### src/rtl/progress_pkg.sv
// Shared types, constants and helpers for the progress bar feeder.
// Holds the state encoding plus the clamp/saturate arithmetic.
package progress_pkg;

    typedef enum logic [2:0] {
        ST_IDLE  = 3'd0,
        ST_LOAD  = 3'd1,
        ST_PLAY  = 3'd2,
        ST_PAUSE = 3'd3,
        ST_HOLD  = 3'd4
    } state_t;

    // Overlay step is max[24:7], so max must never fall below 128.
    localparam logic [24:0] MIN_MAX = 25'd128;

    localparam logic [7:0] HOLD_FRAMES_DEF  = 8'd50;
    localparam logic [7:0] PAUSE_FRAMES_DEF = 8'd150;

    // Floor a full-scale value at MIN_MAX.
    function automatic logic [24:0] clamp(input logic [24:0] x);
        return (x < MIN_MAX) ? MIN_MAX : x;
    endfunction

    // Limit a progress value to the full scale; v is one bit wider
    // so that addr+1 cannot wrap before the compare.
    function automatic logic [24:0] sat(input logic [25:0] v,
                                        input logic [24:0] m);
        return (v > {1'b0, m}) ? m : v[24:0];
    endfunction

endpackage

### src/rtl/progress_tracker_frame_timer.sv
// Frame timer: vblank rising-edge detect and 8-bit saturating
// frame counter with synchronous clear and expiry compare.
module frame_timer (
    input  logic       clk,
    input  logic       reset_n,
    input  logic       vblank,
    input  logic       clear,
    input  logic [7:0] limit,
    output logic       expire
);

    logic       vblank_d;
    logic       tick;
    logic [7:0] count;
    logic [7:0] count_inc;

    assign tick      = vblank & ~vblank_d;
    assign count_inc = (count == 8'hFF) ? count : count + 8'd1;

    // Expire on the tick that brings the count up to the limit.
    assign expire = tick & ~clear & (count_inc >= limit);

    // Delayed vblank for edge detection.
    always_ff @(posedge clk or negedge reset_n) begin
        if (!reset_n) begin
            vblank_d <= 1'b0;
        end else begin
            vblank_d <= vblank;
        end
    end

    // Count frame ticks, saturating at 255; clear wins over a tick.
    always_ff @(posedge clk or negedge reset_n) begin
        if (!reset_n) begin
            count <= 8'd0;
        end else if (clear) begin
            count <= 8'd0;
        end else if (tick) begin
            count <= count_inc;
        end
    end

endmodule

### src/rtl/progress_tracker.sv
// Progress bar feeder: tracks ioctl downloads and tape playback and
// drives registered enable/current/max/done for the overlay.
module progress_tracker
    import progress_pkg::*;
#(
    parameter logic [7:0] HOLD_FRAMES  = HOLD_FRAMES_DEF,
    parameter logic [7:0] PAUSE_FRAMES = PAUSE_FRAMES_DEF
) (
    input  logic        clk,
    input  logic        reset_n,
    input  logic        vblank,
    input  logic        dl_active,
    input  logic        dl_wr,
    input  logic [24:0] dl_addr,
    input  logic [24:0] dl_size,
    input  logic        tape_play,
    input  logic [24:0] tape_ptr,
    input  logic [24:0] tape_len,
    output logic        enable,
    output logic [24:0] current,
    output logic [24:0] max,
    output logic        done
);

    state_t      state;
    logic        dl_active_d;
    logic        dl_rise;
    logic        dl_fall;
    logic        tape_end;
    logic [25:0] addr_next;
    logic        timer_clear;
    logic [7:0]  timer_limit;
    logic        timer_expire;

    assign dl_rise   = dl_active & ~dl_active_d;
    assign dl_fall   = ~dl_active & dl_active_d;
    assign tape_end  = (tape_ptr >= tape_len);
    assign addr_next = {1'b0, dl_addr} + 26'd1;

    assign timer_limit = (state == ST_PAUSE) ? PAUSE_FRAMES
                                             : HOLD_FRAMES;

    // Restart the frame count on every entry into HOLD or PAUSE.
    always_comb begin
        timer_clear = 1'b0;
        case (state)
            ST_LOAD: timer_clear = dl_fall;
            ST_PLAY: timer_clear = ~dl_rise & (tape_end | ~tape_play);
            default: timer_clear = 1'b0;
        endcase
    end

    frame_timer u_timer (
        .clk     (clk),
        .reset_n (reset_n),
        .vblank  (vblank),
        .clear   (timer_clear),
        .limit   (timer_limit),
        .expire  (timer_expire)
    );

    // Main state machine with registered bar outputs.
    always_ff @(posedge clk or negedge reset_n) begin
        if (!reset_n) begin
            state       <= ST_IDLE;
            dl_active_d <= 1'b0;
            enable      <= 1'b0;
            current     <= 25'd0;
            max         <= MIN_MAX;
            done        <= 1'b0;
        end else begin
            dl_active_d <= dl_active;
            done        <= 1'b0;
            case (state)
                ST_IDLE: begin
                    if (dl_rise) begin
                        state   <= ST_LOAD;
                        max     <= clamp(dl_size);
                        current <= 25'd0;
                        enable  <= 1'b1;
                    end else if (tape_play && tape_len != 25'd0) begin
                        state   <= ST_PLAY;
                        max     <= clamp(tape_len);
                        current <= sat({1'b0, tape_ptr}, clamp(tape_len));
                        enable  <= 1'b1;
                    end else begin
                        enable  <= 1'b0;
                    end
                end
                ST_LOAD: begin
                    if (dl_fall) begin
                        state   <= ST_HOLD;
                        current <= max;
                        done    <= 1'b1;
                    end else if (dl_wr) begin
                        current <= sat(addr_next, max);
                    end
                end
                ST_PLAY: begin
                    if (dl_rise) begin
                        state   <= ST_LOAD;
                        max     <= clamp(dl_size);
                        current <= 25'd0;
                    end else if (tape_end) begin
                        state   <= ST_HOLD;
                        current <= max;
                        done    <= 1'b1;
                    end else begin
                        current <= sat({1'b0, tape_ptr}, max);
                        if (!tape_play) begin
                            state <= ST_PAUSE;
                        end
                    end
                end
                ST_PAUSE: begin
                    if (dl_rise) begin
                        state   <= ST_LOAD;
                        max     <= clamp(dl_size);
                        current <= 25'd0;
                    end else if (tape_play) begin
                        state   <= ST_PLAY;
                    end else if (timer_expire) begin
                        state   <= ST_IDLE;
                        enable  <= 1'b0;
                    end
                end
                ST_HOLD: begin
                    if (dl_rise) begin
                        state   <= ST_LOAD;
                        max     <= clamp(dl_size);
                        current <= 25'd0;
                    end else begin
                        current <= max;
                        if (timer_expire) begin
                            state  <= ST_IDLE;
                            enable <= 1'b0;
                        end
                    end
                end
                default: begin
                    state  <= ST_IDLE;
                    enable <= 1'b0;
                end
            endcase
        end
    end

endmodule

### config.mk
export PLATFORM = sky130hd
export DESIGN_NAME = progress_tracker
export DESIGN_NICKNAME = d
export VERILOG_FILES = /design/src/rtl/progress_pkg.sv /design/src/rtl/progress_tracker_frame_timer.sv /design/src/rtl/progress_tracker.sv
export SDC_FILE = /design/constraint.sdc
export NUM_CORES = 1
export LEC_CHECK = 0
export BUFFER_PORTS_ARGS = -buffer_cell sky130_fd_sc_hd__buf_2
export CORE_ASPECT_RATIO = 1.5
export CORE_MARGIN = 3
export CORE_UTILIZATION = 38
export CTS_CLUSTER_SIZE = 40
export DETAILED_ROUTE_END_ITERATION = 16
export HOLD_SLACK_MARGIN = 0.02
export PLACE_DENSITY = 0.69
export SLEW_MARGIN = 20
export SYNTH_ARGS = -nofsm -noshare
export SYNTH_HDL_FRONTEND = slang
export SYNTH_HIERARCHICAL = 1
export SYNTH_SLANG_ARGS = --single-unit
### constraint.sdc
create_clock -name clk -period 8.3 [get_ports clk]
set_input_delay 0.83 -clock clk [delete_from_list [all_inputs] [get_ports clk]]
set_output_delay 0.83 -clock clk [all_outputs]
set_load 0.005 [all_outputs]
==> impl_metrics.json, run 1 <==
{
  "antenna_found_initial": 0,
  "cts.path.max_buffers": 2,
  "wire_per_inst_um": 21.9,
  "hold_end": "current[17]$_DFFE_PN0P_",
  "synthMuxAreaShare": 0.0261,
  "dpl.hpwl_mm": 22.2,
  "die-width_um": 121,
  "synthFlopType": "dfrtp_1",
  "synth-simple-area-share": 0.201,
  "r2r_slack_ps": 4760,
  "gr-total-overflow": 0,
  "row_count": 62,
  "cts_made_buffers": 9,
  "grt_pass1_wl_mm": 44.3,
  "final.period_utilization": 0.565,
  "hp-class": "register to register",
  "reg2reg_depth": 14,
  "root_buffer": "clkbuf_16",
  "htreeDepth": 3,
  "grt_pass1_vias": 7815,
  "clk_latency_ps": 350,
  "critPathArrivalTime_ps": 4950,
  "power_uw": 2530,
  "holdBufCountCts": 0,
  "drt-initial-drc-count": 691,
  "yosysUniqueCellTypes": 82,
  "synth_top_family_by_area": "compound AO/OA/AOI/OAI gates",
  "powerDensity_nw_per_um2": 286,
  "start_util": 0.392,
  "cp-start-kind": "input pin",
  "max-slew-margin-rel": 0.283,
  "worstSetupPathType": "input pin to register",
  "yosys-top-cells-area": "dfrtp_1 (21%), ha_1 (18%), o41ai_2 (4.5%)",
  "postCtsSetupRepairBufs": 0,
  "status": "completed",
  "synth_compound_area_frac": 0.272,
  "portBuffers": 157,
  "synthXorXnorAreaFrac": 0.0336,
  "cap_violations": 0,
  "finalHoldViolations": 0,
  "post-place-ws_ps": 3290,
  "cts.sinks": 65,
  "yosys.area.top_type_share": 0.212,
  "syn-cell-area_um2": 7560,
  "drt_pass1_iterations": 6,
  "tightest_slew_ps": 1080,
  "yosys.area.top_type": "dfrtp_1",
  "grt.total_usage": 0.266,
  "drive_gt1_frac": 0.224,
  "setup_ws_ps": 3610,
  "clk_pin_slew_ps": 60,
  "r2r_start": "dl_active_d$_DFF_PN0_",
  "final_nets": 1265,
  "synth_seq_area_share": 0.215,
  "setup_violations": 0,
  "peakVddDrop_v": 0.000152,
  "dpl.cell_count": 1294,
  "gp_congestion": 0.943,
  "synth-seq-cells": 65,
  "yosys_warnings": 6,
  "wirelength_mm": 28.8,
  "viasPerCell": 6.20,
  "max_freq_mhz": 213,
  "worstHoldStart": "current[17]$_DFFE_PN0P_",
  "fin_util": 0.459,
  "async_flop_share": 1.00,
  "cts_tree": "done",
  "drc": 0,
  "fillerInstances": 1968,
  "grt_setup_unrepaired": "false",
  "num_vias": 8130,
  "synth_fa_ha_area_frac": 0.182,
  "ant_nets": 0,
  "fin_tns_setup_ps": 0,
  "die-area_um2": 21700,
  "hold_depth": 2,
  "reg2reg_to": "state[1]$_DFFE_PN0P_",
  "drv_slew": 0,
  "end_kind": "register",
  "area_growth_pct": 17.3,
  "synth_edf_count": 0,
  "ios": 158,
  "critPathMaxFanout": 25,
  "grt_max_degree": 66,
  "min_period_ps": 4690,
  "finalClockSkew_ps": 9.82,
  "synth_cells": 908,
  "final_cells": 1311,
  "worstPathRequired_ps": 8560,
  "die_h_um": 179,
  "synth_area_per_cell_um2": 8.33,
  "p_leak_uw": 0.00421,
  "post_cts_resized": 0,
  "coreArea_um2": 19300
}
flip-flops by register name (all words and copies together), names as in the netlist:
name	count
current	25
max	25
u_timer/count	8
state	3
dl_active_d	1
done	1
enable	1
u_timer/vblank_d	1
synthesized netlist by cell type, types with 4 or more instances:
cell type / count
clkbuf_1: 21
a211oi_1: 8
nand4_1: 40
o41ai_1: 4
a32oi_1: 7
xnor2_1: 20
o2111ai_1: 4
nand2b_1: 8
a21oi_1: 47
and2_1: 8
buf_2: 12
and4_1: 8
nor2b_1: 19
o21ai_1: 5
xor2_1: 9
a221oi_1: 20
o41ai_2: 21
nor2_1: 59
inv_1: 83
and3_1: 6
a21o_1: 11
o211ai_1: 5
a31oi_1: 24
nand2_1: 72
o21ai_0: 57
mux2i_1: 16
buf_4: 6
o21a_1: 6
nor4_1: 11
dfrtp_1: 64
nand3_1: 26
nor3_1: 9
ha_1: 110
a41oi_1: 12
report_power, final:
| part | internal (uW) | switching [uW] |
|---|---|---|
| clock | 202 | 164 |
| sequential | 467 | 171 |
| combinational | 607 | 924 |
| total | 1280 | 1260 |
critical path, stage by stage:
cell and delay [ps]:
buf_2 130, ha_1 260, nand4_1 160, nor4_2 640, nand4_1 210, xnor2_1 250
ha_1 280, and3_1 230, a221o_1 310, a31oi_1 380, o2bb2ai_1 280, a21o_2 540
nand4b_1 210, a41oi_1 260
through the flow:
step | hold slack [ps] | instance area (um2)
floorplan | 512 | 7570
global placement | 529 | 8600
detailed placement | 536 | 8600
CTS | 551 | 8870
global route | 555 | 8870
finish | 550 | 8870
per-layer routing:
layer,part of all wire,global-route usage
met1,0.38,0.321
met2,0.49,0.450
met3,0.077,0.0363
met4,0.057,0.154
met5,0,0
worst max path at each step:
stage	start	to	slack, ps	cells after the start
2_1_floorplan	dl_addr[0]	current[2]$_DFFE_PN0P_	4290	14
3_3_place_gp	dl_addr[0]	current[23]$_DFFE_PN0P_	3420	15
3_5_place_dp	dl_addr[0]	current[23]$_DFFE_PN0P_	3290	15
4_1_cts	dl_addr[0]	current[23]$_DFFE_PN0P_	3630	15
5_1_grt	dl_addr[0]	current[0]$_DFFE_PN0P_	3200	14
6_report	dl_addr[0]	current[0]$_DFFE_PN0P_	3610	14
cells in the final DEF (no fill, tap or decap), types with 6 or more instances in the layout:
cell type and count:
buf_2 157, ha_1 110, inv_1 83, nand2_1 72
dfrtp_1 64, nor2_1 59, o21ai_0 57, a21oi_1 45
nand4_1 40, nand3_1 26, a31oi_1 24, o41ai_2 21
xnor2_1 20, a221oi_1 20, nor2b_1 19, mux2i_1 16
buf_4 13, a41oi_1 12, nor4_1 11, a21o_1 11
xor2_1 9, nor3_1 9, clkbuf_16 9, and4_1 8
and2_1 8, a211oi_1 8, nand2b_1 8, a32oi_1 7
and3_1 6, o21a_1 6
final cells by class:
| type | instances | area [um2] | share of cell area |
|---|---|---|---|
| antenna | 1 | 2.50 | 0.000282 |
| clock buffer | 9 | 225 | 0.0254 |
| clock inverter | 7 | 46.3 | 0.00522 |
| inverter | 84 | 315 | 0.0355 |
| multi-input combinational | 719 | 5450 | 0.614 |
| sequential | 65 | 1630 | 0.183 |
| tap | 256 | 320 | 0.0361 |
| timing repair buffer | 170 | 883 | 0.0996 |
kinds of logic after synthesis:
logic type	count (synthesis)
fa+ha+maj	110
mux	19
buf+inv	127
flops	65
other cells	2
xor+xnor	29
simple gates	287
compound gates	269
Power figures use the tool's default switching activity.
==> run 2, diff against run 1 <==
clock period = 4.8 ns   (was 8.3 ns; I/O delays follow)
==> impl_metrics.json, run 2 (synthesis results as in run 1) <==
{
  "holdBufCountCts": 0,
  "status": "completed",
  "clk_latency_ps": 350,
  "critPathArrivalTime_ps": 4360,
  "wire_per_inst_um": 22.1,
  "drv_slew": 0,
  "slowest_delay_ps": 550,
  "grt_max_degree": 40,
  "cts.sinks": 65,
  "grt_pass1_wl_mm": 44.5,
  "dpl.cell_count": 1299,
  "cts_tree": "done",
  "finalHoldViolations": 0,
  "final.period_utilization": 0.854,
  "min_period_ps": 4100,
  "powerDensity_nw_per_um2": 497,
  "max-slew-margin-rel": 0.265,
  "dpl.hpwl_mm": 22.5,
  "clk_pin_slew_ps": 60,
  "num_vias": 8001,
  "path_cells": "buf_2 > ha_1 > nand4_1 > nor4_2 > buf_4 > nand4_1 > xnor2_1 > ha_1 > and3_1 > a221o_1 > a31oi_1 > o2bb2ai_1 > a21o_2 > nand4_1 > a41oi_1",
  "final_cells": 1316,
  "cts.path.max_buffers": 2,
  "hp-class": "input pin to register",
  "drt-initial-drc-count": 716,
  "drt_pass1_iterations": 7,
  "worstSetupPathType": "input pin to register",
  "htreeDepth": 3,
  "grt_pass1_vias": 8023,
  "setup_ws_ps": 702,
  "worstPathRequired_ps": 5070,
  "critPathTopFamily": "compound AO/OA/AOI/OAI gates",
  "gp_congestion": 0.930,
  "fillerInstances": 1912,
  "die_h_um": 179,
  "ios": 158,
  "drc": 0,
  "viasPerCell": 6.08,
  "portBuffers": 157,
  "wirelength_mm": 29.1,
  "row_count": 62,
  "end_kind": "register",
  "drive_gt1_frac": 0.227,
  "fin_tns_setup_ps": 0,
  "finalClockSkew_ps": 9.53,
  "r2r_slack_ps": 1240,
  "cp_common_cell": "nand4_1",
  "critPathMaxFanout": 25,
  "tightest_slew_ps": 1100,
  "grt_setup_unrepaired": "false",
  "ant_nets": 0,
  "reg_top3": "current (25), max (25), u_timer/count (8)",
  "root_buffer": "clkbuf_16",
  "setup_violations": 0,
  "cp_num_buf_inv": 2,
  "peakVddDrop_v": 0.000195,
  "slowest_stage": "a21o_2",
  "die-width_um": 121,
  "cts_made_buffers": 9,
  "cap_violations": 0,
  "start_util": 0.392,
  "final_common_cell": "buf_2",
  "coreArea_um2": 19300,
  "gr-total-overflow": 0,
  "area_growth_pct": 18.2,
  "cp-start-kind": "input pin",
  "postCtsSetupRepairBufs": 0,
  "grt.total_usage": 0.266,
  "final_cell_mix": "buf_2 (157), ha_1 (110), inv_1 (83), nand2_1 (72), dfrtp_1 (64)",
  "post-place-ws_ps": 396,
  "die-area_um2": 21700,
  "post_cts_resized": 0,
  "max_freq_mhz": 244,
  "antenna_found_initial": 1,
  "p_leak_uw": 0.00425,
  "final_nets": 1270
}
==> run 2: cell count changes in the layout (fill, tap and decap cells not counted) <==
cell	change
clkbuf_8	+2
inv_6	-1
buf_12	+1
buf_4	+4
clkbuf_1	+1
clkinv_2	-2
==> run 2: path summary, 6_finish.rpt <==
kind | start | end | depth (start not counted)
worst max-delay path | dl_addr[0] | current[4]$_DFFE_PN0P_ | 15
worst min-delay path | vblank | u_timer/vblank_d$_DFF_PN0_ | 1
worst max register to register | max[7]$_DFFE_PN1P_ | current[0]$_DFFE_PN0P_ | 10
worst min register to register | current[11]$_DFFE_PN0P_ | current[11]$_DFFE_PN0P_ | 2
max in group asynchronous | reset_n | max[7]$_DFFE_PN1P_ | 2
min in group asynchronous | reset_n | u_timer/count[1]$_DFFE_PN0P_ | 1
==> run 2: power breakdown <==
group | internal [uW] | switching (uW)
logic | 1060 | 1610
clock network | 377 | 277
registers | 807 | 301
total | 2250 | 2190
==> run 2: per-stage QoR <==
step / total power (uW) / hold slack [ps] / util / area [um2]
final: 4440 / 253 / 0.463 / 8930
after global routing: 4750 / 259 / 0.463 / 8930
after CTS: 4400 / 248 / 0.462 / 8930
after detailed placement: 3730 / 544 / 0.448 / 8650
after global placement: 3670 / 537 / 0.448 / 8650
after floorplan: 2760 / 184 / - / 7570
==> run 2: final cells by class <==
type / count / area, um2 / area share
antenna: 1 / 2.50 / 0.000280
tap: 256 / 320 / 0.0358
timing repair buffer: 175 / 933 / 0.104
sequential: 65 / 1630 / 0.182
multi-input combinational: 719 / 5450 / 0.610
inverter: 84 / 315 / 0.0353
clock inverter: 4 / 27.5 / 0.00308
clock buffer: 12 / 256 / 0.0287
==> run 2: routing by layer <==
layer,vias up,wire length (um),global-route usage
met2,414,14000,0.455
li1,3724,-,-
met3,95,2170,0.0455
met1,3768,11300,0.313
met5,-,0,0
met4,0,1710,0.150
==> run 3, diff against run 2 <==
CELL_PAD_IN_SITES_DETAIL_PLACEMENT = 0   (was not set)
CELL_PAD_IN_SITES_GLOBAL_PLACEMENT = 1   (was not set)
PLACE_DENSITY = 0.86   (was 0.69)
==> impl_metrics.json, run 3 (synthesis results as in run 1) <==
{
  "min_period_ps": 4010,
  "slowest_delay_ps": 730,
  "antenna_found_initial": 0,
  "cp_common_cell": "nand2_1",
  "coreArea_um2": 19300,
  "grt_setup_unrepaired": "false",
  "final.period_utilization": 0.835,
  "post-place-ws_ps": 460,
  "grt_pass1_wl_mm": 42.3,
  "antennaDiodeCount": 0,
  "ios": 158,
  "holdBufCountCts": 0,
  "drc": 0,
  "slowest_stage": "o211a_1",
  "final_cell_mix": "buf_2 (157), ha_1 (110), inv_1 (83), nand2_1 (72), dfrtp_1 (64)",
  "grt_max_degree": 51,
  "area_growth_pct": 18.1,
  "postCtsSetupRepairBufs": 0,
  "clk_pin_slew_ps": 60,
  "final_common_cell": "buf_2",
  "gp_congestion": 0.960,
  "htreeDepth": 3,
  "setup_violations": 0,
  "cts_made_buffers": 9,
  "critPathMaxFanout": 24,
  "finalHoldViolations": 0,
  "finalClockSkew_ps": 8.38,
  "drt-initial-drc-count": 624,
  "max-slew-margin-rel": 0.258,
  "p_leak_uw": 0.00424,
  "fin_tns_setup_ps": 0,
  "reg_top3": "current (25), max (25), u_timer/count (8)",
  "cp_num_buf_inv": 1,
  "drt_pass1_iterations": 7,
  "drv_slew": 0,
  "status": "completed",
  "die_h_um": 179,
  "dpl.hpwl_mm": 22.1,
  "path_cells": "buf_2 > nor4_1 > nand2_1 > or3_1 > nand2_1 > ha_1 > a211oi_1 > nand2_1 > o221a_2 > nor2_1 > o211a_1 > o21ai_0 > a41oi_1",
  "cts_tree": "done",
  "wire_per_inst_um": 21.6,
  "viasPerCell": 6.07,
  "ant_nets": 0,
  "end_kind": "register",
  "worstSetupPathType": "input pin to register",
  "wirelength_mm": 28.3,
  "critPathArrivalTime_ps": 4260,
  "drive_gt1_frac": 0.225,
  "root_buffer": "clkbuf_16",
  "tightest_slew_ps": 1110,
  "gr-total-overflow": 0,
  "start_util": 0.392,
  "cts.path.max_buffers": 2,
  "num_vias": 7974,
  "die-width_um": 121,
  "hp-class": "input pin to async pin",
  "critPathTopFamily": "compound AO/OA/AOI/OAI gates",
  "clk_latency_ps": 350,
  "die-area_um2": 21700,
  "cts.sinks": 65,
  "row_count": 62,
  "grt.total_usage": 0.256,
  "max_freq_mhz": 250,
  "cp-start-kind": "input pin",
  "power_uw": 4450,
  "worstPathRequired_ps": 5050,
  "grt_pass1_vias": 7635,
  "powerDensity_nw_per_um2": 498,
  "peakVddDrop_v": 0.000249,
  "setup_ws_ps": 792,
  "post_cts_resized": 0,
  "final_nets": 1268,
  "cap_violations": 0,
  "portBuffers": 157
}
run 3: changes by cell type in the layout (fill, tap and decap cells not counted):
cell | before | now
diode_2 | 1 | 0
clkinvlp_4 | 3 | 2
clkinv_4 | 0 | 1
buf_4 | 17 | 15
clkbuf_8 | 2 | 3
clkinv_2 | 1 | 0
run 3: worst paths after layout:
check | end | slack [ps] | cells past startpoint | startpoint
setup / recovery | current[9]$_DFFE_PN0P_ | 790 | 13 | tape_len[11]
hold / removal | current[5]$_DFFE_PN0P_ | 220 | 1 | reset_n
setup reg to reg | current[9]$_DFFE_PN0P_ | 1030 | 10 | max[7]$_DFFE_PN1P_
hold reg to reg | max[23]$_DFFE_PN0P_ | 550 | 2 | max[23]$_DFFE_PN0P_
max in group asynchronous | max[7]$_DFFE_PN1P_ | 3550 | 2 | reset_n
min in group clk | u_timer/vblank_d$_DFF_PN0_ | 270 | 1 | vblank
run 3: metrics by stage:
step | instances | cell area (um2) | util | hold WS (ps)
2_1_floorplan | 911 | 7570 | - | 184
3_3_place_gp | 1297 | 8630 | 0.447 | 530
3_5_place_dp | 1297 | 8630 | 0.447 | 537
4_1_cts | 1313 | 8930 | 0.462 | 231
5_1_grt | 1313 | 8930 | 0.462 | 268
6_report | 1313 | 8930 | 0.462 | 216
run 3: layout make-up:
type | count | area, um2
repair buffers | 173 | 918
flip-flops and latches | 65 | 1630
fillers | 1959 | 10400
well taps | 256 | 320
clock buffers | 13 | 270
clock inverters | 3 | 23.8
multi-input cells | 719 | 5450
inverters | 84 | 315
run 3: worst register-to-register path, cell delays in order (launching register included):
cell and delay (ps):
dfstp_2 580, inv_1 90, ha_1 300, nand4_1 150, nor3_1 80, a2111oi_1 740
o211ai_1 250, a211oi_2 740, buf_4 350, o21ai_0 120, a41oi_1 270
run 3: where the power goes:
part	total (uW)	switching, uW	leakage (uW)	internal [uW]
registers	1100	297	0.000796	807
clock network	670	276	0.000138	394
logic	2670	1610	0.00331	1070
total	4450	2180	0.00424	2270
run 3: per-layer routing:
| layer | part of all wire | track usage |
|---|---|---|
| met5 | 0 | 0 |
| met4 | 0.058 | 0.149 |
| met1 | 0.38 | 0.303 |
| met3 | 0.077 | 0.0388 |
| met2 | 0.49 | 0.436 |
